## src/rtl/led_matrix_scan.sv

```systemverilog
// Row-scanned LED matrix driver: double-buffered frame capture with tear-free
// swaps at frame boundaries and a blanking gap before every lit row.
module led_matrix_scan #(
   parameter int ROWS  = 6,
   parameter int COLS  = 6,
   parameter int DWELL = 5000,
   parameter int BLANK = 50
) (
   input  logic                 clock,
   input  logic                 reset_n,
   input  logic                 enable,
   input  logic [ROWS*COLS-1:0] frame_in,
   input  logic                 frame_valid,
   output logic                 frame_ack,
   output logic                 frame_start,
   output logic [ROWS-1:0]      row_sel,
   output logic [COLS-1:0]      col_data,
   output logic [2:0]           db_row,
   output logic [1:0]           db_state
);

   localparam int MAX_CNT = (BLANK > DWELL) ? BLANK : DWELL;
   localparam int CNT_W   = (MAX_CNT > 1) ? $clog2(MAX_CNT) : 1;
   localparam int ROW_W   = (ROWS > 1) ? $clog2(ROWS) : 1;
   localparam int FW      = ROWS * COLS;

   localparam logic [CNT_W-1:0] BLANK_LAST = CNT_W'(BLANK - 1);
   localparam logic [CNT_W-1:0] DWELL_LAST = CNT_W'(DWELL - 1);
   localparam logic [ROW_W-1:0] ROW_LAST   = ROW_W'(ROWS - 1);

   typedef enum logic [1:0] {
      S_IDLE  = 2'd0,
      S_BLANK = 2'd1,
      S_SHOW  = 2'd2
   } state_e;

   state_e             state_q, state_d;
   logic [ROW_W-1:0]   row_q, row_d;
   logic [CNT_W-1:0]   cnt_q, cnt_d;
   logic               boundary;

   logic [FW-1:0]      shadow_q, shadow_d;
   logic [FW-1:0]      buffer_q, buffer_d;
   logic               pending_q, pending_d;
   logic               frame_ack_q, frame_ack_d;
   logic               frame_start_q, frame_start_d;
   logic [ROWS-1:0]    row_sel_q, row_sel_d;
   logic [COLS-1:0]    col_data_q, col_data_d;

   // NOTE: sequential state uses <= so every flop samples pre-edge values.
   always_ff @(posedge clock or negedge reset_n) begin
      if (!reset_n) begin
         state_q <= S_IDLE;
         row_q   <= '0;
         cnt_q   <= '0;
      end else begin
         state_q <= state_d;
         row_q   <= row_d;
         cnt_q   <= cnt_d;
      end
   end

   // NOTE: every always_comb output gets a default first, so no latch is inferred.
   always_comb begin
      state_d  = state_q;
      row_d    = row_q;
      cnt_d    = cnt_q;
      boundary = 1'b0;
      if (!enable) begin
         state_d = S_IDLE;
         row_d   = '0;
         cnt_d   = '0;
      end else begin
         unique case (state_q)
            S_IDLE: begin
               state_d  = S_BLANK;
               row_d    = '0;
               cnt_d    = '0;
               boundary = 1'b1;
            end
            S_BLANK: begin
               if (cnt_q == BLANK_LAST) begin
                  state_d = S_SHOW;
                  cnt_d   = '0;
               end else begin
                  cnt_d = cnt_q + 1'b1;
               end
            end
            S_SHOW: begin
               if (cnt_q == DWELL_LAST) begin
                  state_d = S_BLANK;
                  cnt_d   = '0;
                  if (row_q == ROW_LAST) begin
                     row_d    = '0;
                     boundary = 1'b1;
                  end else begin
                     row_d = row_q + 1'b1;
                  end
               end else begin
                  cnt_d = cnt_q + 1'b1;
               end
            end
            default: begin
               state_d = S_IDLE;
               row_d   = '0;
               cnt_d   = '0;
            end
         endcase
      end
   end

   // Swap uses the old shadow; a capture on the same edge refills it and keeps pending set.
   always_comb begin
      shadow_d    = shadow_q;
      buffer_d    = buffer_q;
      pending_d   = pending_q;
      frame_ack_d = 1'b0;
      if (boundary && pending_q) begin
         buffer_d    = shadow_q;
         pending_d   = 1'b0;
         frame_ack_d = 1'b1;
      end
      if (frame_valid) begin
         shadow_d  = frame_in;
         pending_d = 1'b1;
      end
   end

   // Outputs are decoded from next-state values so the registered drive lines up with state_q.
   always_comb begin
      row_sel_d     = '0;
      col_data_d    = '0;
      frame_start_d = boundary;
      if (state_d == S_SHOW) begin
         row_sel_d  = ROWS'(1) << row_d;
         col_data_d = buffer_d[row_d*COLS +: COLS];
      end
   end

   // NOTE: the frame stores are reset so the matrix shows a blank frame after reset.
   always_ff @(posedge clock or negedge reset_n) begin
      if (!reset_n) begin
         shadow_q      <= '0;
         buffer_q      <= '0;
         pending_q     <= 1'b0;
         frame_ack_q   <= 1'b0;
         frame_start_q <= 1'b0;
         row_sel_q     <= '0;
         col_data_q    <= '0;
      end else begin
         shadow_q      <= shadow_d;
         buffer_q      <= buffer_d;
         pending_q     <= pending_d;
         frame_ack_q   <= frame_ack_d;
         frame_start_q <= frame_start_d;
         row_sel_q     <= row_sel_d;
         col_data_q    <= col_data_d;
      end
   end

   assign frame_ack   = frame_ack_q;
   assign frame_start = frame_start_q;
   assign row_sel     = row_sel_q;
   assign col_data    = col_data_q;
   assign db_row      = 3'(row_q);
   assign db_state    = state_q;

endmodule

```

## config.mk

```make
export PLATFORM = sky130hd
export DESIGN_NAME = led_matrix_scan
export DESIGN_NICKNAME = d
export VERILOG_FILES = /design/src/rtl/led_matrix_scan.sv
export SDC_FILE = /design/constraint.sdc
export NUM_CORES = 1
export LEC_CHECK = 0
export CAP_MARGIN = 20
export CORE_MARGIN = 3
export CORE_UTILIZATION = 52
export CTS_BUF_LIST = sky130_fd_sc_hd__clkbuf_4 sky130_fd_sc_hd__clkbuf_8
export CTS_CLUSTER_DIAMETER = 100
export CTS_CLUSTER_SIZE = 24
export DETAILED_ROUTE_END_ITERATION = 10
export HOLD_SLACK_MARGIN = 0.06
export PLACE_DENSITY = 0.8
export SETUP_SLACK_MARGIN = 0.1
export SKIP_CTS_REPAIR_TIMING = 1
export SLEW_MARGIN = 40
export SYNTH_ARGS = -nofsm -noshare
export SYNTH_HDL_FRONTEND = slang
export SYNTH_SLANG_ARGS = --single-unit
export TNS_END_PERCENT = 1
```

## constraint.sdc

```tcl
create_clock -name clock -period 2.7 [get_ports clock]
set_input_delay 0.405 -clock clock [delete_from_list [all_inputs] [get_ports clock]]
set_output_delay 0.405 -clock clock [all_outputs]
set_load 0.01 [all_outputs]
```

# Word level (Yosys, flattened, before mapping)
# Index checks and enable logic that the tools add are counted.
# word_totals
regBits	105
input_bits	40
output_inout_bits	19
wordCells	46
# classes
add_sub_neg	2
multipliers	1
eq_ne	6
shifts	2
muxes	22
reduce_logical	3
# op_table
operator	count
13-bit 2-to-1 mux	3
36-bit 2-to-1 mux	1
36-bit by 7-bit variable part select with 6-bit output	1
13-bit case mux with 2 select lines	1
13-bit by 1-bit adder with 13-bit output (second input constant)	1
13-bit equality test (second input constant)	1
13-bit by 6-bit equality test with 1-bit output (second input constant)	1
6-bit 2-to-1 mux	2
3-bit 2-to-1 mux	3
1-bit 2-to-1 mux	6
2-bit 2-to-1 mux	3
2-bit case mux with 3 select lines	1
3-bit case mux with 2 select lines	1
1-bit by 3-bit << shifter with 6-bit output (first input constant)	1
3-bit by 2-bit multiplier with 5-bit output (second input constant)	1
2-bit equality test (second input constant)	2
3-bit by 1-bit adder with 3-bit output (second input constant)	1
3-bit equality test (second input constant)	1
2-bit by 1-bit equality test with 1-bit output (second input constant)	1
2-bit logical NOT	1
1-bit case mux with 2 select lines	1
2-bit nonzero test	1
1-bit logical AND	1

# Logic depth before layout (Yosys ltp)
# Gate-level depths: netlist of the first run.
# logic_depth
depth_word	9
ltp_mapped	10

# Worst setup path after synthesis of the first run
# Ideal clock, no wire load.
# synth_timing
kind	reg2reg
start	register cnt_q[3]
end	register col_data_q[1], in the netlist col_data[1]
setup_ps	135
arrival_ps	2606
required_ps	2565
path_slack_ps	-40
stages_incl_launch_ff	9
synth_period_minus_slack_ps	2740
cell_sequence	dfrtp_1 -> or4_4 -> nor4_1 -> o211a_2 -> buf_6 -> mux2_2 -> mux2_2 -> o211ai_1 -> nand4_1
# synth_between
elab_chain_len	8
elab_cells_between_ends	18
cone_classes	mul (1); eq/ne (3); shift (1); mux (12); reduce/logical (1)
# synth_rtl
item	line	rtl
start, declared	39	logic [CNT_W-1:0] cnt_q, cnt_d;
start signal, assigned	59	cnt_q <= cnt_d;
13-bit equality test	90	if (cnt_q == DWELL_LAST) begin
1-bit 2-to-1 mux	90	
1-bit case mux with 2 select lines	74	unique case (state_q)
1-bit 2-to-1 mux	69	if (!enable) begin
1-bit logical AND	118	if (boundary && pending_q) begin
36-bit 2-to-1 mux	118	
via buffer_d[7]	43	logic [FW-1:0] buffer_q, buffer_d;
36-bit by 7-bit variable part select with 6-bit output	136	col_data_d = buffer_d[row_d*COLS +: COLS];
6-bit 2-to-1 mux	134	if (state_d == S_SHOW) begin
via col_data_d[1]	48	logic [COLS-1:0] col_data_q, col_data_d;
end signal, assigned	157	col_data_q <= col_data_d;
end, declared	48	
# The timed path passes the listed nets, and every way through them passes these cells.
# A chain may end at the register's enable or synchronous reset.

# Final worst setup path of the first run
# layout_timing
start	register cnt_q[3]
end	register col_data_q[2], in the netlist col_data[2]
# layout_between
elab_chain_len	8
elab_cells_between_ends	18
cone_classes	mul (1); eq/ne (3); shift (1); mux (12); reduce/logical (1)
# layout_rtl
item	line
parallel branches: the longest is 7 deep, another holds 3-bit by 2-bit multiplier with 5-bit output	--
6-bit 2-to-1 mux *	134
via col_data_d[2]	48
# Mark *: on every way through the listed nets, which the timed path passes.

==> results of run 1 <==
flip-flops by register name, indices dropped and copies added (netlist names):
| signal | flops |
|---|---|
| frame_ack | 1 |
| shadow_q | 36 |
| db_row | 3 |
| col_data | 6 |
| pending_q | 1 |
| row_sel | 6 |
| buffer_q | 36 |
| frame_start | 1 |
| cnt_q | 13 |
| db_state | 2 |
metrics by stage:
| stage | util [%] | total power, W | TNS [ns] |
|---|---|---|---|
| detailed placement | 64.6 | 0.00264 | -0.0498 |
| floorplan | - | 0.00240 | 0 |
| global placement | 64.6 | 0.00259 | 0 |
| finish | 68.4 | 0.00351 | -0.224 |
| global route | 68.4 | 0.00369 | -0.775 |
| CTS | 66.8 | 0.00353 | -0.0971 |
worst min-delay path by stage:
stage / startpoint / end / slack, ns / cells past startpoint
finish: cnt_q[0] / cnt_q[0] / 0.49 / 1
floorplan: reset_n / buffer_q[0] / 0.11 / 0
detailed placement: reset_n / db_state[0] / 0.40 / 1
CTS: reset_n / cnt_q[1] / -0.003 / 1
global placement: reset_n / frame_start / 0.40 / 1
global route: buffer_q[26] / buffer_q[26] / 0.52 / 1
layout make-up:
class                           instances  share of cell area (%)
Sequential cell                       105                    45.6
Multi-Input combinational cell        214                    32.7
Timing Repair Buffer                   91                    15.6
Clock buffer                           10                    2.28
Tap cell                              105                    2.28
Clock inverter                          6                   0.869
Inverter                                9                   0.587
per-layer routing:
metal	GRT usage, %	vias up
met5	0	-
met4	7.25	0
met3	3.82	15
met2	30.2	72
met1	26.4	1489
li1	-	1395
cell usage after synthesis, drive strengths merged:
library cell	instances
o211a	1
or4	2
o21a	3
a31oi	3
and4b	2
dfrtp	105
o32ai	1
o221ai	2
nand2b	7
xor2	9
mux2	78
nor2	17
nand4	7
o311ai	2
nor4b	1
mux2i	16
o41ai	3
o22ai	1
nor4bb	2
and3	5
o211ai	4
buf	9
inv	9
nand3	8
nor2b	3
nor4	2
clkbuf	8
nand4b	2
or2	1
xnor2	2
nand2	16
and2	2
o21bai	1
a21o	1
ha	6
o21ai	3
and2b	1
layout by cell type (no fill, tap or decap), drive strengths merged, types with 3 or more instances in the layout:
master,count
and3,5
clkinv,3
buf,31
nor2b,3
o21a,3
mux2i,16
nand2b,7
clkbuf,12
clkdlybuf4s50,57
dfrtp,105
mux2,78
nand4,7
o41ai,3
inv,11
nor2,17
o211ai,4
nand3,8
a31oi,3
ha,6
nand2,16
xor2,9
o21ai,3
worst reg2reg max path, delay by kind of cell, from the launching register on:
kind	cells	cell delay, ns
compound gates	2	0.40
mux	1	0.33
buf+inv	2	0.36
flops	1	0.39
simple gates	3	1.15
cells by family (layout without fill, tap and decap cells):
logic type               Yosys count  after routing  synth area share (%)
flip-flops                       105            105                  56.7
multiplexers                      94             94                  22.4
AND/OR/NAND/NOR                   78             78                  9.31
buffers and inverters             26            116                  3.35
AO/OA/AOI/OAI                     25             25                  4.59
XOR/XNOR                          11             11                  2.08
adder cells (fa/ha/maj)            6              6                  1.62
power by group:
| part | total (W) | internal, W | leakage [nW] | switching (W) |
|---|---|---|---|---|
| Clock | 0.000904 | 0.000357 | 0.0922 | 0.000546 |
| Sequential | 0.00195 | 0.00184 | 1.30 | 0.000105 |
| Combinational | 0.000658 | 0.000381 | 1.17 | 0.000277 |
==> flow_summary.json, run 1 <==
{
  "skew_ns": 0.0105,
  "core_mm2": 0.00842,
  "ys_types": 41,
  "syn_avg_cell_area_um2": 13.4,
  "power.density_mw_per_mm2": 610,
  "pin_count": 59,
  "place_area_mm2": 0.00544,
  "required_ns": 2.94,
  "detail-route-antenna-nets": 0,
  "r2r_slack_ns": -0.07,
  "yosys_warnings": 0,
  "clock_path_buffers": 2,
  "numCtsBuffers": 9,
  "r2r_cells": 8,
  "clk_latency_ns": 0.37,
  "dp_hpwl_um": 6430,
  "final.setup.worst_slack_ns": -0.0724,
  "die_area_mm2": 0.0101,
  "cts-root-buf": "clkbuf_8",
  "fmax_mhz": 361,
  "status": "complete, but fails checks",
  "crit_start": "cnt_q[3]",
  "grt_pass1_vias": 3038,
  "p_leak_nw": 2.56,
  "htree_levels": 3,
  "drc": 0,
  "wl_met1_um": 4080,
  "cp.arrival_ns": 3.01,
  "drtPass1Iterations": 4,
  "fin_crit_ns": 2.77,
  "hold_class": "flop to flop",
  "grt_overflow": 0,
  "num-fill-cells": 617,
  "crit_type": "flop to flop",
  "grt_pass1_wl_um": 15100,
  "hold_ws_ns": 0.488,
  "die_h_um": 100,
  "die_w_um": 100,
  "timing.critical_path.buf_inv": 2,
  "syn-cell-area_mm2": 0.00464,
  "finalSetupViolations": 5,
  "antenna-diode-count": 0,
  "seq_area_mm2": 0.00263,
  "violations": "setup timing",
  "fin_crit_sh_pct": 103,
  "cp_slowest_cell": "or4_4",
  "multi_input_area_mm2": 0.00188,
  "via_per_inst": 5.50,
  "drt_wl_total_um": 9280,
  "drive_gt1_share_pct": 32.2,
  "cp-end-kind": "flop",
  "start_kind": "flop",
  "worstPathCellList": "or4_4, or4_4, o311ai_4, buf_4, clkbuf_16, mux2_2, o211ai_1, nand4_1",
  "syn_inst": 345,
  "clk_pin_slew_ns": 0.10,
  "worst_slew_pin_slew_ns": 0.504,
  "rsz0062_at_grt": "true",
  "synthTopCellsByArea": "dfrtp_1, mux2_2, mux2i_1",
  "drt_iter0_drc": 111,
  "num_rows": 33,
  "cp_common_cell": "or4_4",
  "worst_r2r_endpoint": "col_data[2]",
  "synth_top_area_cell": "dfrtp_1",
  "vias": 2971,
  "fin_cells": 540,
  "place_inst": 514,
  "pre_cts_slack_ns": -0.0446,
  "syn_nets": 391,
  "slowest_delay_ns": 0.57,
  "synth_top_area_share_pct": 56.7,
  "numClockSinks": 105,
  "routedWlPerCell_um": 17.2,
  "maxSlewHeadroom_pct": 65.9,
  "port_buffers": 58,
  "finalInstanceArea_mm2": 0.00576,
  "cp_top_family": "simple AND/OR/NAND/NOR gates",
  "final_nets": 476,
  "r2r-start": "cnt_q[3]",
  "ys_seq_area_share_pct": 56.7,
  "routed.top_layer": "met4",
  "place.gp.congestion": 0.830,
  "wl_met2_um": 4540,
  "crit_end": "col_data[2]",
  "grt_max_degree": 44,
  "initial_core_util_pct": 55.1,
  "track_usage_pct": 19.2,
  "antenna_found_initial": 0,
  "syn_to_final_growth_pct": 24.2,
  "crit_fanout": 8,
  "slew_violations": 0,
  "maxCapViolCount": 0,
  "wl_met3_um": 498,
  "hold_viol": 0,
  "cts_tree": "built",
  "peakVddDrop_uv": 329,
  "synth_seq_cells": 105,
  "path_depth": 8
}
No activity file was read; power rests on OpenSTA's default activity.
==> run 2: changes to the inputs <==
--- a/config.mk
+++ b/config.mk
@@ -6,6 +6,7 @@
 export NUM_CORES = 1
 export LEC_CHECK = 0
 export CAP_MARGIN = 20
+export CORE_ASPECT_RATIO = 1.75
 export CORE_MARGIN = 3
 export CORE_UTILIZATION = 52
 export CTS_BUF_LIST = sky130_fd_sc_hd__clkbuf_4 sky130_fd_sc_hd__clkbuf_8
==> run 2 against run 1 <==
Effect of this change: the flow still finishes with violations (setup timing); total power rose by 0.96%; global-route usage rose by 2.1 points; non-clock buffer count shrank 3; critical path depth increased by 1; wire length rose by 9.4%; cell area decreased by 0.65%; die area grew 0.45%; hold slack improved by 0.0095 ns; register-to-register slack improved by 0.06 ns; cell count is 0.93% higher; critical endpoint is now col_data[0].
==> flow_summary.json, run 2 (synthesis gave the netlist of run 1 again) <==
{
  "crit_fanout": 13,
  "grt_max_degree": 47,
  "intPower_w": 0.00267,
  "antenna_found_initial": 0,
  "fin_crit_ns": 2.71,
  "grt_pass1_vias": 3209,
  "fin_cells": 545,
  "numClockSinks": 105,
  "crit_start": "cnt_q[3]",
  "finalSetupViolations": 1,
  "die_h_um": 131,
  "initial_core_util_pct": 53.5,
  "antenna-diode-count": 0,
  "clk_pin_slew_ns": 0.09,
  "drt_wl_total_um": 10200,
  "power.switching_w": 0.000872,
  "hold_viol": 0,
  "most-common-layout-cells": "dfrtp_1, mux2_2, clkdlybuf4s50_1, buf_4, nor2_1",
  "core_mm2": 0.00867,
  "detail-route-antenna-nets": 0,
  "place.gp.congestion": 0.953,
  "maxSlewHeadroom_pct": 61.3,
  "drtPass1Iterations": 5,
  "track_usage_pct": 21.3,
  "cp.arrival_ns": 2.97,
  "crit_end": "col_data[0]",
  "swShare_pct": 24.6,
  "vias": 2989,
  "fin_crit_sh_pct": 101,
  "cp-end-kind": "flop",
  "cts-root-buf": "clkbuf_8",
  "worst_slew_pin_slew_ns": 0.580,
  "power.share.combinational_pct": 18.6,
  "crit_type": "flop to flop",
  "maxCapViolCount": 0,
  "clock_path_buffers": 2,
  "r2r_slack_ns": -0.01,
  "status": "complete, but fails checks",
  "pin_count": 59,
  "hold_class": "flop to flop",
  "slew_violations": 0,
  "hold_ws_ns": 0.498,
  "die_w_um": 77.4,
  "syn_to_final_growth_pct": 23.4,
  "final.setup.worst_slack_ns": -0.0140,
  "place_inst": 528,
  "pre_cts_slack_ns": -0.00621,
  "htree_levels": 3,
  "grt_overflow": 0,
  "drive_gt1_share_pct": 30.4,
  "cp_slowest_cell": "or4_4",
  "port_buffers": 58,
  "drc": 0,
  "r2r-start": "cnt_q[3]",
  "worst_r2r_endpoint": "col_data[0]",
  "via_per_inst": 5.48,
  "r2r_cells": 9,
  "clkPwrFrac_pct": 26.1,
  "grt_pass1_wl_um": 16100,
  "peakVddDrop_uv": 433,
  "clk_latency_ns": 0.37,
  "worstPathCellList": "or4_4, or4_4, o311ai_4, buf_12, buf_12, mux2i_1, mux2i_1, o211ai_1, nand4_1",
  "fmax_mhz": 368,
  "top_regs": "buffer_q (36), shadow_q (36), cnt_q (13)",
  "start_kind": "flop",
  "dp_hpwl_um": 7670,
  "numCtsBuffers": 9,
  "p_leak_nw": 2.53,
  "pwr-share-seq_pct": 55.2,
  "required_ns": 2.95,
  "setup-tns-final_ns": -0.0140,
  "skew_ns": 0.00985,
  "final_nets": 473,
  "power.total_w": 0.00355,
  "routedWlPerCell_um": 18.6,
  "power.density_mw_per_mm2": 620,
  "violations": "setup timing",
  "final_common_cell": "dfrtp_1",
  "slowest_delay_ns": 0.53,
  "rsz0062_at_grt": "true",
  "die_area_mm2": 0.0101,
  "num_rows": 45,
  "drt_iter0_drc": 170,
  "cts_tree": "built"
}
-- run 2: cell count changes in the layout (fill, tap and decap cells not counted), sizes merged --
cell      before  now
clkinv         3    0
inv           11    9
buf           31   30
bufinv         0    1
clkbuf        12   11
clkinvlp       1    0
-- run 2: worst min-delay path by stage --
stage / start / end / slack, ns / cells past startpoint
final: buffer_q[7] / buffer_q[7] / 0.50 / 1
after global placement: reset_n / cnt_q[7] / 0.43 / 1
after CTS: reset_n / cnt_q[7] / 0.03 / 1
after floorplan: reset_n / buffer_q[0] / 0.11 / 0
after detailed placement: reset_n / cnt_q[7] / 0.44 / 1
after global routing: buffer_q[14] / buffer_q[14] / 0.52 / 1
-- run 2: through the flow --
stage | util [%] | instance area (um^2)
global route | 66.0 | 5720
detailed placement | 63.1 | 5470
global placement | 63.1 | 5470
floorplan | - | 4640
finish | 66.0 | 5720
CTS | 65.1 | 5650
-- run 2: power groups by stage --
stage	Sequential, W	Combinational [W]	Clock [W]
floorplan	0.00194	0.000456	0
global placement	0.00198	0.000633	0
detailed placement	0.00199	0.000664	0
CTS	0.00196	0.000667	0.000940
global route	0.00199	0.000720	0.00101
finish	0.00196	0.000661	0.000926
-- run 2: routing by layer --
metal / track usage (%) / vias up / share of wire [%] / wire, um
li1: - / 1379 / - / -
met1: 22.3 / 1508 / 36 / 3690
met2: 38.9 / 75 / 56 / 5640
met3: 3.70 / 27 / 2.9 / 291
met4: 14.2 / 0 / 5.3 / 534
met5: 0 / - / 0 / 0
-- run 2: final cells by class --
class                           instances  area, um^2
Fill cell                             691        2950
Sequential cell                       105        2630
Multi-Input combinational cell        214        1880
Timing Repair Buffer                   88         856
Tap cell                              117         146
Clock buffer                           11         145
Inverter                                9        33.8
Clock inverter                          1        30.0
-- run 2: critical path, delay by kind of cell, from the launching register on --
family | cells | cell delay, ns
muxes | 2 | 0.27
buffers and inverters | 2 | 0.31
DFF | 1 | 0.39
AOI/OAI and AO/OA | 2 | 0.53
and+or+nand+nor | 3 | 1.09
